[src/rtl/dunc16_memctl.sv]
// Single-port CPU memory controller: RAM accesses with ACK handshake and
// 16-cycle timeout, plus one memory-mapped I/O register at 16'hFFFF.
module dunc16_memctl (
   input  logic        CLK,
   input  logic        RESET,
   input  logic        REQ,
   input  logic        WE,
   input  logic [15:0] ADDRESS,
   input  logic [15:0] MD_OUT,
   output logic [15:0] MMO,
   output logic        DONE,
   output logic        BUSY,
   output logic        ERR,
   output logic        RAM_CS,
   output logic        RAM_WE,
   output logic [15:0] RAM_ADDR,
   output logic [15:0] RAM_WDATA,
   input  logic [15:0] RAM_RDATA,
   input  logic        RAM_ACK,
   input  logic [15:0] IO_IN,
   output logic [15:0] IO_OUT
);

   localparam int unsigned DW = 16;
   localparam int unsigned TW = 4;
   localparam logic [DW-1:0] IO_ADDR  = 16'hFFFF;
   localparam logic [DW-1:0] TMO_DATA = 16'hFFFF;
   localparam logic [TW-1:0] TMO_MAX  = 4'hF;

   typedef enum logic [1:0] {IDLE, IO, ACCESS, FINISH} state_t;

   state_t          state, state_next;
   logic            we_q, we_next;
   logic [TW-1:0]   tmo, tmo_next;
   logic [DW-1:0]   addr_next, wdata_next, mmo_next, io_out_next;
   logic            err_next;

   // State register
   always_ff @(posedge CLK or posedge RESET) begin
      if (RESET) state <= IDLE;
      else       state <= state_next;
   end

   // Next state and next datapath values
   always_comb begin
      state_next  = state;
      we_next     = we_q;
      addr_next   = RAM_ADDR;
      wdata_next  = RAM_WDATA;
      mmo_next    = MMO;
      io_out_next = IO_OUT;
      err_next    = ERR;
      tmo_next    = tmo;
      case (state)
         IDLE: begin
            if (REQ) begin
               we_next    = WE;
               addr_next  = ADDRESS;
               wdata_next = MD_OUT;
               tmo_next   = '0;
               state_next = (ADDRESS == IO_ADDR) ? IO : ACCESS;
            end
         end
         IO: begin
            if (we_q) io_out_next = RAM_WDATA;
            else      mmo_next    = IO_IN;
            state_next = FINISH;
         end
         ACCESS: begin
            // An ACK on the last allowed cycle still wins over the timeout
            if (RAM_ACK) begin
               if (!we_q) mmo_next = RAM_RDATA;
               state_next = FINISH;
            end else if (tmo == TMO_MAX) begin
               err_next = 1'b1;
               if (!we_q) mmo_next = TMO_DATA;
               state_next = FINISH;
            end else begin
               tmo_next = tmo + TW'(1);
            end
         end
         FINISH: state_next = IDLE;
         default: state_next = IDLE;
      endcase
   end

   // Datapath and output registers; strobes are registered from the next state
   always_ff @(posedge CLK or posedge RESET) begin
      if (RESET) begin
         we_q      <= 1'b0;
         tmo       <= '0;
         RAM_ADDR  <= '0;
         RAM_WDATA <= '0;
         MMO       <= '0;
         IO_OUT    <= '0;
         ERR       <= 1'b0;
         DONE      <= 1'b0;
         BUSY      <= 1'b0;
         RAM_CS    <= 1'b0;
         RAM_WE    <= 1'b0;
      end else begin
         we_q      <= we_next;
         tmo       <= tmo_next;
         RAM_ADDR  <= addr_next;
         RAM_WDATA <= wdata_next;
         MMO       <= mmo_next;
         IO_OUT    <= io_out_next;
         ERR       <= err_next;
         DONE      <= (state_next == FINISH);
         BUSY      <= (state_next != IDLE);
         RAM_CS    <= (state_next == ACCESS);
         RAM_WE    <= (state_next == ACCESS) && we_next;
      end
   end

endmodule

[config.mk]
export PLATFORM = sky130hd
export DESIGN_NAME = dunc16_memctl
export DESIGN_NICKNAME = d
export VERILOG_FILES = /design/src/rtl/dunc16_memctl.sv
export SDC_FILE = /design/constraint.sdc
export NUM_CORES = 1
export LEC_CHECK = 0
export ABC_AREA = 1
export CORE_ASPECT_RATIO = 2
export CORE_MARGIN = 2
export CORE_UTILIZATION = 42
export CTS_CLUSTER_SIZE = 30
export DETAILED_ROUTE_END_ITERATION = 10
export HOLD_SLACK_MARGIN = 0.03
export PLACE_DENSITY = 0.83
export SKIP_CTS_REPAIR_TIMING = 1
export SLEW_MARGIN = 20
export SYNTH_ARGS = -nofsm -noshare
export SYNTH_HDL_FRONTEND = slang
export SYNTH_SLANG_ARGS = --single-unit
[constraint.sdc]
create_clock -name CLK -period 3.3 [get_ports CLK]
set_clock_uncertainty 0.2 [all_clocks]
set_input_delay 0.495 -clock CLK [delete_from_list [all_inputs] [get_ports CLK]]
set_output_delay 0.495 -clock CLK [all_outputs]
set_load 0.02 [all_outputs]
==> summary.txt <==
Commonest non-fill, non-tap cells in the layout: 137 x clkdlybuf4s50_1, 130 x nand2_1, 76 x dfrtp_1
Number of buffers created by CTS: 9
CP max stage delay: 0.50 ns
Max IR drop VDD: 689 µV
DR iter-0 viols: 163
Nets: 532
CTS tree: done
Min-delay src: MMO[1]
H-tree depth: 3
Via count of the routed design: 2,702
Psw: 0.00190 W
Wire per inst: 14.7 µm
# IOs: 138
Placer Congestion: 0.818
Overall power: 0.00496 W
Reg power frac: 32.4%
Combinational group share of total power: 49.2%
Final min period: 2.19 ns
Synth top area share: 60.3%
Ant. Diodes: 0
Setup violators final: 0
Setup crit start: state[0]
Final period util: 66.4%
RSZ-0062 raised after global routing: no
Final hold slack: 0.279 ns
Crit Path Max Fanout: 32
Crit Path Class: reg -> reg
Final WL: 8140 µm
Total gr overflow: 0
Area leader, netlist: dfrtp_1
TritonRoute pass-1 iters: 5
ANT nets after route: 0
Synth Cell Area: 3160 µm²
Max-Cap Viols: 0
RR Startpoint: state[0]
Hpwl dp: 6070 µm
Critical Path, Cell by Cell: inv_1, ha_1, nand3_1, nand2_2, nand2_1, o21ai_2
Final setup TNS: 0 ns
PD cells: 1020 nW/µm²
Commonest non-fill, non-tap cell in the layout: clkdlybuf4s50_1
Utilization after layout: 67.2%
Synth area leaders: dfrtp_1 60%, nand2_1 15%, mux2_2 5.7%, o22ai_1 3.2%, o21ai_2 1.7%
First-pass GRT wire length: 13,200 µm
Lkg Pwr: 2.28 nW
Starting Density: 43.4%
DRC: 0
Critical Path Sink Type: register
Worst slew margin: 51.7%
Initial antenna violation count: 0
Worst-Margin Slew: 0.723 ns
Largest net degree at the start of global routing: 43
Status: completed
Clock share of power: 18.4%
Area Growth Syn to Fin: 54.7%
Number of placement rows: 44
Vias per inst: 4.88
Fin. max-slew vios: 0
Mean Syn Cell Area: 9.80 µm²
Cell variety after synth: 27
# port buffers: 137
Die width: 65.3 µm
Worst setup SP type: register
Worst-path clk slew: 0.05 ns
Int Pwr: 0.00307 W
Yosys warns: 0
Worst hold path type: reg -> reg
#FFs+latches synth: 76
Die Ht: 127 µm
Switching share of power: 38.2%
Register area share after synthesis: 60.3%
Core Region: 7270 µm²
R2r setup slk: 1.11 ns
CP max-delay cell: nand2_2
Max clock buf depth: 2
CTS root buffer: clkbuf_16
Fmax: 457 MHz
Clk_lat worst skew: 0.33 ns
CTS Sinks: 76
Layout cell share with drive strength beyond 1: 10.4%
WP data required: 3.34 ns
Net Count, Synth: 395
Final hold vios: 0
Mapped Cells: 322
Critical path data arrival time: 2.24 ns
Die area: 8260 µm²
Vias in the first global route: 2,828
GRT Overall Usage: 21.2%
## cell families (layout without fill, tap and decap cells)
| family | after synthesis | in the layout | share of synthesized area, % |
|---|---|---|---|
| AO/OA/AOI/OAI | 39 | 39 | 8.21 |
| XOR/XNOR | 2 | 2 | 0.555 |
| adder cells (fa/ha/maj) | 4 | 4 | 1.59 |
| buffers and inverters | 28 | 168 | 3.89 |
| flip-flops | 76 | 76 | 60.3 |
| multiplexers | 16 | 16 | 5.71 |
| AND/OR/NAND/NOR | 157 | 157 | 19.8 |
## worst max-delay path, delay by kind of cell, from the launching register on
| family | cells | cell delay, ns |
|---|---|---|
| compound gates | 1 | 0.09 |
| fa+ha+maj | 1 | 0.48 |
| buf+inv | 1 | 0.12 |
| flops | 1 | 0.38 |
| simple gates | 3 | 0.83 |
## synthesized netlist by cell type
| cell type | number |
|---|---|
| clkbuf_1 | 2 |
| o22ai_1 | 16 |
| inv_2 | 1 |
| nand2_1 | 130 |
| nand2_2 | 4 |
| o21ai_1 | 10 |
| o21ai_0 | 1 |
| a21oi_2 | 1 |
| nand4_1 | 2 |
| buf_4 | 1 |
| a21oi_4 | 1 |
| nor2_1 | 11 |
| o21bai_1 | 1 |
| o21ai_2 | 6 |
| a21oi_1 | 2 |
| clkinv_2 | 1 |
| nand3_1 | 7 |
| buf_2 | 10 |
| or2_2 | 2 |
| xor2_1 | 2 |
| dfrtp_1 | 76 |
| a22o_1 | 1 |
| ha_1 | 4 |
| buf_1 | 1 |
| nand3_2 | 1 |
| inv_1 | 12 |
| mux2_2 | 16 |
## sequential cells by signal, indices dropped and copies added, names as in the netlist
name       flops
RAM_WDATA     16
RAM_WE         1
state          2
we_q           1
RAM_ADDR      16
IO_OUT        16
MMO           16
DONE           1
ERR            1
BUSY           1
tmo            4
RAM_CS         1
## cell type report
type	instances	area, µm²
tap	92	115
multi-input combinational	218	1130
timing repair buffer	140	1410
fill	590	2380
inverter	14	53.8
sequential	76	1900
clock buffer	12	236
clock inverter	2	37.5
## final timing paths
path,to,cells past startpoint
setup / recovery,MMO[4],6
min in group asynchronous,MMO[15],2
hold / removal,MMO[1],2
setup reg to reg,MMO[4],6
max in group asynchronous,IO_OUT[8],3
hold reg to reg,MMO[1],2
## layer usage
| metal | vias to the layer above | part of all wire (%) | track usage [%] |
|---|---|---|---|
| met3 | 22 | 6.0 | 4.96 |
| met5 | - | 0 | 0 |
| met4 | 0 | 3.8 | 12.3 |
| li1 | 1315 | - | - |
| met2 | 106 | 54 | 37.4 |
| met1 | 1259 | 36 | 22.2 |
## stage by stage
stage	instance area (µm²)	cells	worst slack, ns
finish	4880	554	1.11
global route	4880	554	0.871
CTS	4880	554	1.08
detailed placement	4610	540	0.854
global placement	4610	540	0.934
floorplan	3160	322	0.667
## power by group through the flow
stage	Sequential [W]	Clock [W]	Combinational [W]
global placement	0.00160	0	0.00241
CTS	0.00161	0.000932	0.00248
finish	0.00161	0.000915	0.00244
floorplan	0.00207	0	0.000920
global route	0.00166	0.000971	0.00266
detailed placement	0.00162	0	0.00247
Power figures use the tool's default switching activity.
